`src/rtl/lcd_ctrl.sv`:
```
// HD44780-style LCD write controller fed by the LSU LCD register; returns a pollable status word.
// Optional power-on init sequencer is enabled with `define LCD_POWERON_INIT_EN.
module lcd_ctrl #(
    parameter int T_SETUP_CYC = 4,
    parameter int T_EN_CYC    = 16,
    parameter int T_HOLD_CYC  = 4,
    parameter int T_EXEC_CYC  = 2000,
    parameter int T_LONG_CYC  = 82000,
    parameter int CNT_W       = $clog2(T_LONG_CYC + 1)
) (
    input  logic        i_clk,
    input  logic        i_rstn,
    input  logic [31:0] i_lcd_reg,
    output logic [31:0] o_lcd_status,
    output logic [7:0]  o_lcd_data,
    output logic        o_lcd_rs,
    output logic        o_lcd_rw,
    output logic        o_lcd_en,
    output logic        o_lcd_on,
    output logic        o_lcd_blon
);

    typedef enum logic [2:0] {
        IDLE,
        SETUP,
        PULSE,
        HOLD,
        WAIT
    } state_t;

    // Counter reload values: each phase lasts exactly its T_*_CYC cycles (load N-1, leave at 0).
    localparam logic [CNT_W-1:0] SETUP_LD = CNT_W'(T_SETUP_CYC - 1);
    localparam logic [CNT_W-1:0] EN_LD    = CNT_W'(T_EN_CYC - 1);
    localparam logic [CNT_W-1:0] HOLD_LD  = CNT_W'(T_HOLD_CYC - 1);
    localparam logic [CNT_W-1:0] EXEC_LD  = CNT_W'(T_EXEC_CYC - 1);
    localparam logic [CNT_W-1:0] LONG_LD  = CNT_W'(T_LONG_CYC - 1);

    state_t           state_q, state_d;
    logic [CNT_W-1:0] cnt_q, cnt_d;
    logic [7:0]       data_q, data_d;
    logic             rs_q, rs_d;
    logic             long_q, long_d;
    logic             en_q;
    logic             dropped_q, dropped_d;
    logic             go_q, clr_q;

    logic             go_rise, clr_rise, sw_accept;
    logic             init_done, init_issue;
    logic [7:0]       init_cmd;
    logic             busy;
    logic             unused_bits;

    assign go_rise     = i_lcd_reg[10] & ~go_q;
    assign clr_rise    = i_lcd_reg[11] & ~clr_q;
    assign sw_accept   = go_rise && (state_q == IDLE) && init_done && !init_issue;
    assign unused_bits = ^{i_lcd_reg[29:12], i_lcd_reg[9]};

`ifdef LCD_POWERON_INIT_EN
    localparam int PWR_WAIT_CYC = 750000;
    localparam int PWR_W        = $clog2(PWR_WAIT_CYC + 1);

    logic [PWR_W-1:0] pwr_cnt;
    logic [2:0]       init_idx;
    logic             init_done_q;

    always_comb begin
        case (init_idx)
            3'd0, 3'd1, 3'd2: init_cmd = 8'h38;
            3'd3:             init_cmd = 8'h0C;
            3'd4:             init_cmd = 8'h01;
            default:          init_cmd = 8'h06;
        endcase
    end

    assign init_done  = init_done_q;
    assign init_issue = !init_done_q && (pwr_cnt == '0) && (state_q == IDLE) && (init_idx != 3'd6);

    // Power-on wait, then one internal command per IDLE visit; done once the last one retires.
    always_ff @(posedge i_clk or negedge i_rstn) begin
        if (!i_rstn) begin
            pwr_cnt     <= PWR_W'(PWR_WAIT_CYC - 1);
            init_idx    <= 3'd0;
            init_done_q <= 1'b0;
        end else if (!init_done_q) begin
            if (pwr_cnt != '0) begin
                pwr_cnt <= pwr_cnt - 1'b1;
            end else if (state_q == IDLE) begin
                if (init_idx == 3'd6) begin
                    init_done_q <= 1'b1;
                end else begin
                    init_idx <= init_idx + 3'd1;
                end
            end
        end
    end
`else
    assign init_done  = 1'b1;
    assign init_issue = 1'b0;
    assign init_cmd   = 8'h00;
`endif

    always_comb begin
        state_d   = state_q;
        cnt_d     = cnt_q;
        data_d    = data_q;
        rs_d      = rs_q;
        long_d    = long_q;
        dropped_d = dropped_q;

        case (state_q)
            IDLE: begin
                if (init_issue) begin
                    state_d = SETUP;
                    cnt_d   = SETUP_LD;
                    data_d  = init_cmd;
                    rs_d    = 1'b0;
                    long_d  = (init_cmd == 8'h01);
                end else if (sw_accept) begin
                    state_d = SETUP;
                    cnt_d   = SETUP_LD;
                    data_d  = i_lcd_reg[7:0];
                    rs_d    = i_lcd_reg[8];
                    // Clear display / return home (0x01..0x03) need the long execution time.
                    long_d  = !i_lcd_reg[8] && (i_lcd_reg[7:0] != 8'h00) && (i_lcd_reg[7:2] == 6'd0);
                end
            end
            SETUP: begin
                if (cnt_q == '0) begin
                    state_d = PULSE;
                    cnt_d   = EN_LD;
                end else begin
                    cnt_d = cnt_q - 1'b1;
                end
            end
            PULSE: begin
                if (cnt_q == '0) begin
                    state_d = HOLD;
                    cnt_d   = HOLD_LD;
                end else begin
                    cnt_d = cnt_q - 1'b1;
                end
            end
            HOLD: begin
                if (cnt_q == '0) begin
                    state_d = WAIT;
                    cnt_d   = long_q ? LONG_LD : EXEC_LD;
                end else begin
                    cnt_d = cnt_q - 1'b1;
                end
            end
            WAIT: begin
                if (cnt_q == '0) begin
                    state_d = IDLE;
                end else begin
                    cnt_d = cnt_q - 1'b1;
                end
            end
            default: state_d = IDLE;
        endcase

        if (go_rise && !sw_accept) begin
            dropped_d = 1'b1;
        end else if (clr_rise) begin
            dropped_d = 1'b0;
        end
    end

    // EN is registered from the next state so it is a clean, glitch-free strobe.
    always_ff @(posedge i_clk or negedge i_rstn) begin
        if (!i_rstn) begin
            state_q   <= IDLE;
            cnt_q     <= '0;
            data_q    <= 8'h00;
            rs_q      <= 1'b0;
            long_q    <= 1'b0;
            en_q      <= 1'b0;
            dropped_q <= 1'b0;
            go_q      <= 1'b0;
            clr_q     <= 1'b0;
        end else begin
            state_q   <= state_d;
            cnt_q     <= cnt_d;
            data_q    <= data_d;
            rs_q      <= rs_d;
            long_q    <= long_d;
            en_q      <= (state_d == PULSE);
            dropped_q <= dropped_d;
            go_q      <= i_lcd_reg[10];
            clr_q     <= i_lcd_reg[11];
        end
    end

    assign busy         = (state_q != IDLE) || !init_done;
    assign o_lcd_status = {29'd0, init_done, dropped_q, busy};
    assign o_lcd_data   = data_q;
    assign o_lcd_rs     = rs_q;
    assign o_lcd_rw     = 1'b0;
    assign o_lcd_en     = en_q;
    assign o_lcd_on     = i_lcd_reg[31];
    assign o_lcd_blon   = i_lcd_reg[30];

endmodule

```
`config.mk`:
```
export PLATFORM = sky130hd
export DESIGN_NAME = lcd_ctrl
export DESIGN_NICKNAME = d
export VERILOG_FILES = /design/src/rtl/lcd_ctrl.sv
export SDC_FILE = /design/constraint.sdc
export NUM_CORES = 1
export LEC_CHECK = 0
export CAP_MARGIN = 20
export CORE_MARGIN = 1
export CORE_UTILIZATION = 50
export CTS_BUF_LIST = sky130_fd_sc_hd__clkbuf_4 sky130_fd_sc_hd__clkbuf_8
export DETAILED_ROUTE_END_ITERATION = 10
export HOLD_SLACK_MARGIN = 0.06
export PLACE_DENSITY = 0.93
export REMOVE_ABC_BUFFERS = 1
export SYNTH_ARGS = -nofsm -noshare
export SYNTH_HDL_FRONTEND = slang
export SYNTH_SLANG_ARGS = --single-unit
```
`constraint.sdc`:
```
create_clock -name i_clk -period 3.57 [get_ports i_clk]
set_input_delay 0.714 -clock i_clk [delete_from_list [all_inputs] [get_ports i_clk]]
set_output_delay 0.714 -clock i_clk [all_outputs]
set_load 0.01 [all_outputs]
```
======== Yosys cells after proc, flatten, opt, wreduce, memory -nomap -nowiden ========
Index checks and enable logic that the tools add are counted.
storage, ports and cells
  bits in registers ....................... 34
  input port bits ......................... 34
  output and inout bits ................... 45
  logic and storage cells ................. 51
cells by class
  $add $sub $neg .......................... 1
  equal/unequal tests ..................... 7
  multiplexer cells ....................... 15
  bitwise logic cells ..................... 4
  reduce and logical (&&, ||, !) cells .... 15
operators with widths
  operator                                             number
  2-to-1 mux 17 bit                                    6
  one-hot mux 17 bit (5 select lines)                  1
  logical NOT 17 bit                                   1
  subtractor 17 x 1 -> 17 bit (second input constant)  1
  2-to-1 mux 3 bit                                     5
  one-hot mux 3 bit (5 select lines)                   1
  == test 3 x 2 -> 1 bit (second input constant)       3
  nonzero test 8 bit                                   1
  logical NOT 6 bit                                    1
  nonzero test 5 bit                                   1
  logical AND 1 bit                                    4
  != test 2 bit (second input constant)                2
  == test 3 x 1 -> 1 bit (second input constant)       1
  == test 3 bit (second input constant)                1
  logical NOT 3 bit                                    1
  AND reduction 3 bit                                  1
  nonzero test 3 bit                                   1
  bitwise AND 1 bit                                    2
  logical NOT 1 bit                                    2
  2-to-1 mux 1 bit                                     2
  NOT 1 bit                                            2
  AND reduction 2 bit                                  1
  nonzero test 2 bit                                   1

======== Logic depth before layout (Yosys ltp) ========
Gate-level depths: netlist of run 1.
  depth in word-level cells ............... 6
  depth in mapped cells ................... 9
  gate-level depth less buffers ........... 7

======== Least setup slack after synthesis of run 1 ========
OpenSTA, ideal clock, no wires.
  path type ............................... register -> register
  start point ............................. register cnt_q[0]
  end point ............................... register cnt_q[6]
  library setup time ...................... 0.087 ns
  data arrival time ....................... 1.832 ns
  data required time ...................... 3.483 ns
  slack ................................... 1.652 ns
  stages on the path, launching flop included .. 9
  path buffers ............................ 1
  clock period less this slack ............ 1.918 ns
  path through ............................ dfrtp_1 > inv_1 > ha_1 > or3b_1 > clkbuf_2 > or4_1 > nand2_1 > nor3_1 > a211oi_2
between the ends
  cells in the longest elaborated chain, start to end .. 3
  elaborated cells between the ends (all ways) .. 9
  classes of those cells .................. add/sub: 1; eq/ne: 1; mux: 5; reduce/logical: 2
ends and longest elaborated chain
  item                                                                               line  source
  from (decl)                                                                        39    logic [CNT_W-1:0] cnt_q, cnt_d;
  from (signal assigned)                                                             182   cnt_q <= cnt_d;
  subtractor 17 x 1 -> 17 bit / logical NOT 17 bit (equally long branches)           --
  2-to-1 mux 17 bit (tied with other cells)                                          152   if (cnt_q == '0) begin
  one-hot mux 17 bit (5 select lines) / AND reduction 3 bit (equally long branches)  --
Parallel ways exist; a longest one is shown, timed or not. The select of a mux whose other input is x is not followed.
A chain may end at the register's enable or synchronous reset.

======== Worst setup path in the final report of run 1 ========
  start point ............................. register state_q[2]
  end point ............................... output port o_lcd_status[0]
between the ends
  cells in the longest elaborated chain, start to end .. 1
ends and longest elaborated chain
  item                    line  source
  from (decl)             38    state_t state_q, state_d;
  from (signal assigned)  181   state_q <= state_d;
  nonzero test 3 bit      193   assign busy = (state_q != IDLE) || !init_done;
  to (decl)               14    output logic [31:0] o_lcd_status,
No other way between the ends.

==> results of run 1 <==
## power breakdown
group | total, W | internal, W | switching [W]
Clock | 0.000307 | 0.000163 | 0.000144
Sequential | 0.000704 | 0.000523 | 0.000180
Combinational | 0.000612 | 0.000306 | 0.000305
## routing by layer
metal,vias up,wire [um]
met1,868,1906
met5,-,0
met4,0,86
met3,14,419
li1,826,-
met2,97,2177
## worst max-delay path by stage
stage / start / endpoint / slack, ns / depth (start not counted)
2_1_floorplan: cnt_q[0] / cnt_q[10] / 1.60 / 7
3_3_place_gp: i_lcd_reg[10] / cnt_q[2] / 1.17 / 5
3_5_place_dp: state_q[2] / o_lcd_status[0] / 1.13 / 3
4_1_cts: state_q[2] / o_lcd_status[0] / 0.80 / 3
5_1_grt: state_q[2] / o_lcd_status[0] / 0.64 / 3
6_report: state_q[2] / o_lcd_status[0] / 0.81 / 3
## kinds of logic after synthesis
group                      count (synthesis)
other                                      2
muxes                                     10
and+or+nand+nor                           73
xor gates and xnor gates                   4
DFF                                       34
buffers and inverters                     56
adders and majority gates                  2
AOI/OAI and AO/OA                         59
## layout make-up
class	count	area, um2
clock inverters	1	5.005
multi-input cells	179	1111
inverters	8	30.03
repair buffers	25	247.7
well taps	50	62.56
fillers	359	1747
flip-flops and latches	34	850.8
clock buffers	7	90.09
## critical path: cells and delay by family (launching register included)
kind | cells | cell delay [ns]
buffers and inverters | 2 | 0.62
DFF | 1 | 0.58
and+or+nand+nor | 1 | 0.55
## sequential cells by signal, indices dropped and copies added, names as in the netlist
| signal | count |
|---|---|
| o_lcd_data | 8 |
| go_q | 1 |
| dropped_q | 1 |
| o_lcd_rs | 1 |
| state_q | 3 |
| clr_q | 1 |
| long_q | 1 |
| cnt_q | 17 |
| o_lcd_en | 1 |
## through the flow
| stage | power (W) | setup slack (ns) |
|---|---|---|
| 2_1_floorplan | 0.001079 | 1.596 |
| 3_3_place_gp | 0.001268 | 1.168 |
| 3_5_place_dp | 0.001306 | 1.127 |
| 4_1_cts | 0.001621 | 0.8046 |
| 5_1_grt | 0.001727 | 0.6435 |
| 6_report | 0.001623 | 0.8079 |
## placed cells by master (no fill, tap or decap), drive strengths merged, types with 2 or more instances in the layout
cell	n
nand2b	3
o31ai	4
o311ai	2
a21oi	13
xnor2	2
nor2b	3
conb	31
nor4b	2
clkdlybuf4s50	24
dfrtp	34
o21ai	13
o21a	3
xor2	2
nand4	4
a211oi	6
a31oi	4
or4	2
inv	8
clkbuf	7
nand3	5
nor4	8
nor3	12
or2	3
mux2	9
o221ai	2
nand2	8
ha	2
nor2	16
o211ai	4
==> metrics.md, run 1 <==
| Metric | Value |
|---|---|
| Status | `completed` |
| Largest cells by area after synthesis | `dfrtp_1 (38%), buf_4 (12%), mux2_2 (4.5%)` |
| Gr ovfl total | `0` |
| #FFs+latches synth | `34` |
| Global-route track usage on met1 | `between 20% and 30%` |
| Slowest-stage cell, CP | `dfrtp_1` |
| Core Region | `a little over 4000 um2` |
| Endpoint class of the critical path | `output pin` |
| Die area | `approximately 4700 um2` |
| Cells after Synth | `240` |
| Initial DRC count | `between 100 and 150` |
| Hold WC Path Type | `reg -> reg` |
| Fmax | `about 360 MHz` |
| Clk_skew | `around 0.0026 ns` |
| Worst-path cell chain | `nor3_1 -> inv_1 -> clkdlybuf4s50_1` |
| Vias in the first global route | `between 1500 and 2000` |
| CTS sink count | `34` |
| Overall routing resource usage | `between 20% and 30%` |
| DR vias/cell | `5.938` |
| First-pass DRT Iterations | `4` |
| Chip height | `a little under 70 um` |
| Worst EP arrival | `between 2 and 2.5 ns` |
| Ant. Diodes | `0` |
| Mapped cell area | `approximately 2200 um2` |
| Mean Syn Cell Area | `about 9.3 um2` |
| Post-synth EDFFs | `0` |
| Crit start category | `register` |
| Primary FF master, synth | `dfrtp_1` |
| Min-delay src | `clr_q` |
| Final Hold Viols | `0` |
| RePlAce Congestion | `0.8467` |
| Deepest clock path buffer count | `2` |
| R2R Path End | `cnt_q[10]` |
| Met2 Resource Use GR | `between 30% and 40%` |
| Slew @ Worst Pin | `roughly 0.57 ns` |
| FF-to-FF Start | `cnt_q[0]` |
| Fin area | `about 2400 um2` |
| Largest family of logic cells by synthesized area | `simple AND/OR/NAND/NOR gates` |
| Dpl cells | `approximately 300` |
| Area after DPL | `2302 um2` |
| Synth unique cells | `57` |
| Cts bufs inserted | `5` |
| CTS root buf | `clkbuf_8` |
| Fraction of registers with async set/reset | `100.0%` |
| Nets | `between 200 and 300` |
| Die Wd | `around 69 um` |
| Final Non-Filler Cells | `304` |
| Most frequent cell after synthesis | `buf_4` |
| Leak | `about 1.0 nW` |
| Worst vdd ir | `between 0.0003 and 0.0004 V` |
| Final Max Slew Viols | `0` |
| Initial Util | `a little over half` |
| Detailed-route DRC error count | `0` |
| Setup TNS | `0 ns` |
| Maxcap violations | `0` |
| Post-CTS sizing | `0` |
| Site Rows | `23` |
| Most common library cells after synthesis | `buf_4 (36), dfrtp_1 (34), nor2_1 (15)` |
| Vias | `~1800` |
| Port Buffer Count | `24` |
| Largest fanout on the critical path | `19` |
| Worst slew margin | `between 60% and 70%` |
| Tmin final | `roughly 2.8 ns` |
| Final Core Density | `57.85%` |
| Worst setup path class | `reg -> out` |
| Mux cell area share after synthesis | `around 5%` |
| Layout area overhead | `7.279%` |
| Synth Area in Compound Gates | `17.64%` |
| CP required | `between 2 and 3 ns` |
| Routed Antenna Nets | `0` |
| Pwr/cell area | `roughly 680 nW/um2` |
| H-tree depth | `2` |
| Top cell type's share of synthesized area | `between 30% and 40%` |
| GRT busiest layer | `met2` |
| Simple-gate share of the synthesized area | `between 10% and 20%` |
| Hold Path Stages | `2` |
| First-pass GRT wire length | `about 7.6 mm` |
| Synth Area in Adders | `1.120%` |
| Hold WS | `0.5088 ns` |
| DP HPWL | `3.340 mm` |
| Final period util | `between 70% and 80%` |
| Boundary Pins | `about 80` |
| Seq/Total Area, Yosys | `between 30% and 40%` |
| Clk_lat worst skew | `0.29 ns` |
| Initial antenna violation count | `0` |
| CTS tree | `done` |
| Pin count of the biggest net entering global routing | `35` |
| Crit-path max cell delay | `0.58 ns` |
| RSZ-0062 raised after global routing | `false` |
| Final setup fails | `0` |
| XOR/XNOR share of the synthesized area | `under 10%` |
| FF-to-FF path depth | `7` |
| Drt total wl | `~4.6 mm` |
| WHS Endpoint | `dropped_q` |
| Reg-to-reg slack, setup | `1.16 ns` |
| Synth warn | `0` |
| CTS clk-pin slew, worst paths | `0.07 ns` |
| Share of layout cells above drive strength 1 | `between 10% and 20%` |
| WL/cell | `roughly 15 um` |
| Area leader, netlist | `dfrtp_1` |
| Met3 GRT Util | `a little over 7%` |
| Post-CTS Setup Bufs | `0` |
| Hold buffer count at cts | `0` |
(Power assumes the default switching activity.)
==> run 2, diff against run 1 <==
--- a/config.mk
+++ b/config.mk
@@ -7,11 +7,11 @@
 export LEC_CHECK = 0
 export CAP_MARGIN = 20
 export CORE_MARGIN = 1
-export CORE_UTILIZATION = 50
+export CORE_UTILIZATION = 47
 export CTS_BUF_LIST = sky130_fd_sc_hd__clkbuf_4 sky130_fd_sc_hd__clkbuf_8
 export DETAILED_ROUTE_END_ITERATION = 10
 export HOLD_SLACK_MARGIN = 0.06
-export PLACE_DENSITY = 0.93
+export PLACE_DENSITY = 0.88
 export REMOVE_ABC_BUFFERS = 1
 export SYNTH_ARGS = -nofsm -noshare
 export SYNTH_HDL_FRONTEND = slang
==> constraint.sdc (replaced) <==
create_clock -name i_clk -period 2.7 [get_ports i_clk]
set_input_delay 0.54 -clock i_clk [delete_from_list [all_inputs] [get_ports i_clk]]
set_output_delay 0.54 -clock i_clk [all_outputs]
set_load 0.01 [all_outputs]
==> metrics.md, run 2 (synthesis results as in run 1) <==
| Metric | Value |
|---|---|
| Worst setup path class | `reg -> reg` |
| Overall routing resource usage | `19.24%` |
| Area after DPL | `between 2000 and 2500 um2` |
| Fin area | `about 2500 um2` |
| Hold Path Stages | `2` |
| Post-CTS Setup Bufs | `0` |
| Final Hold Viols | `0` |
| Pwr/cell area | `between 900 and 1000 nW/um2` |
| H-tree depth | `2` |
| Boundary Pins | `79` |
| CTS tree | `done` |
| RSZ-0062 raised after global routing | `false` |
| Max FFs per register | `17` |
| Share of layout cells above drive strength 1 | `roughly 13%` |
| Largest fanout on the critical path | `11` |
| Ant. Diodes | `0` |
| Slew @ Worst Pin | `0.6504 ns` |
| Routed Antenna Nets | `0` |
| Chip height | `between 70 and 80 um` |
| CTS sink count | `34` |
| DR vias/cell | `approximately 5.7` |
| Failing checks | `design-rule violations` |
| Vias in the first global route | `approximately 1600` |
| Gr ovfl total | `0` |
| Pin count of the biggest net entering global routing | `35` |
| Met3 GRT Util | `approximately 5%` |
| RePlAce Congestion | `0.8859` |
| Maxcap violations | `0` |
| Crit start category | `register` |
| Clk_skew | `0.008174 ns` |
| Endpoint class of the critical path | `register` |
| Hold WC Path Type | `reg -> reg` |
| Tmin final | `~2.5 ns` |
| Leak | `around 1.1 nW` |
| Fmax | `408.1 MHz` |
| Die Wd | `just over 70 um` |
| Initial antenna violation count | `0` |
| Top reg by flops | `cnt_q` |
| Detailed-route DRC error count | `6` |
| Hold buffer count at cts | `0` |
| Final setup fails | `0` |
| WL/cell | `around 14 um` |
| Layout area overhead | `10.53%` |
| Setup TNS | `0 ns` |
| DP HPWL | `around 3.3 mm` |
| Worst vdd ir | `between 0.0004 and 0.0005 V` |
| GRT busiest layer | `met2` |
| Global-route track usage on met1 | `approximately a quarter` |
| CTS clk-pin slew, worst paths | `approximately 0.07 ns` |
| Die area | `~5000 um2` |
| Status | `finished, violations left` |
| Worst slew margin | `between 50% and 60%` |
| Reg-to-reg slack, setup | `approximately 0.25 ns` |
| Post-CTS sizing | `0` |
| Commonest cells after routing, fill and taps aside | `dfrtp_1 (34), conb_1 (31), clkdlybuf4s50_1 (24)` |
| Dpl cells | `between 300 and 400` |
| CP required | `a little under 3 ns` |
| Drt total wl | `about 4.5 mm` |
| Vias | `approximately 1800` |
| First-pass DRT Iterations | `8` |
| Worst EP arrival | `about 2.7 ns` |
| Commonest non-fill, non-tap cell in the layout | `dfrtp_1` |
| Site Rows | `24` |
| Initial DRC count | `approximately 200` |
| Port Buffer Count | `24` |
| Clk_lat worst skew | `~0.28 ns` |
| Nets | `about 300` |
| Deepest clock path buffer count | `2` |
| FF-to-FF path depth | `7` |
| Cts bufs inserted | `5` |
| Final Max Slew Viols | `0` |
| Number of fill cells | `approximately 390` |
| Initial Util | `between 40 and 50%` |
| First-pass GRT wire length | `a little under 8 mm` |
| CTS root buf | `clkbuf_8` |
| Core Region | `4474 um2` |
| Final period util | `just over 90%` |
| Final Non-Filler Cells | `roughly 310` |
| Met2 Resource Use GR | `~31%` |
==> run 2: cell types whose count changed in the layout (fill, tap and decap cells not counted) <==
cell	before	now
buf_4	1	8
bufinv_16	0	1
clkinv_2	1	0
clkbuf_4	1	0
==> run 2: through the flow <==
step / hold slack [ns] / util, % / setup slack, ns / total power (W)
after detailed placement: 0.4664 / 52.68 / 0.4836 / 0.001737
after CTS: 0.4873 / 55.20 / 0.2917 / 0.002225
after global routing: 0.5285 / 55.20 / 0.006085 / 0.002369
after global placement: 0.4657 / 52.68 / 0.5281 / 0.001695
final: 0.4859 / 55.20 / 0.2496 / 0.002224
after floorplan: 0.2444 / - / 0.7258 / 0.001427
==> run 2: where the power goes <==
group	switching (W)	total, W	internal (W)
Combinational	0.000420	0.000835	0.000415
Clock	0.000182	0.000477	0.000295
Sequential	0.000219	0.000911	0.000692
==> run 2: area by class of cell <==
type / instances / area (um2) / share of cell area, %
clock buffer: 6 / 82.58 / 3.343
clock inverter: 1 / 30.03 / 1.216
multi-input combinational: 179 / 1111 / 44.98
tap: 52 / 65.06 / 2.634
inverter: 8 / 30.03 / 1.216
sequential: 34 / 850.8 / 34.45
timing repair buffer: 32 / 300.3 / 12.16
==> run 2: layer usage <==
metal  vias up  share of wire, %
li1        841                 -
met1       826                43
met2        93                48
met3        11               8.0
met4         0               1.5
met5         -                 0
==> run 2: critical path: stages, from the launching register on <==
cell and delay (ns):
dfrtp_1 0.42, inv_1 0.10, ha_1 0.16, nor4b_1 0.41, and4_1 0.56, nor2_1 0.12
a2111oi_0 0.44, a221o_2 0.18
==> run 2: path summary, 6_finish.rpt <==
| path | startpoint | to |
|---|---|---|
| min in group asynchronous | i_rstn | cnt_q[0] |
| setup / recovery | cnt_q[0] | cnt_q[2] |
| max in group asynchronous | i_rstn | cnt_q[13] |
| hold reg to reg | clr_q | dropped_q |
| hold / removal | clr_q | dropped_q |
| setup reg to reg | cnt_q[0] | cnt_q[2] |
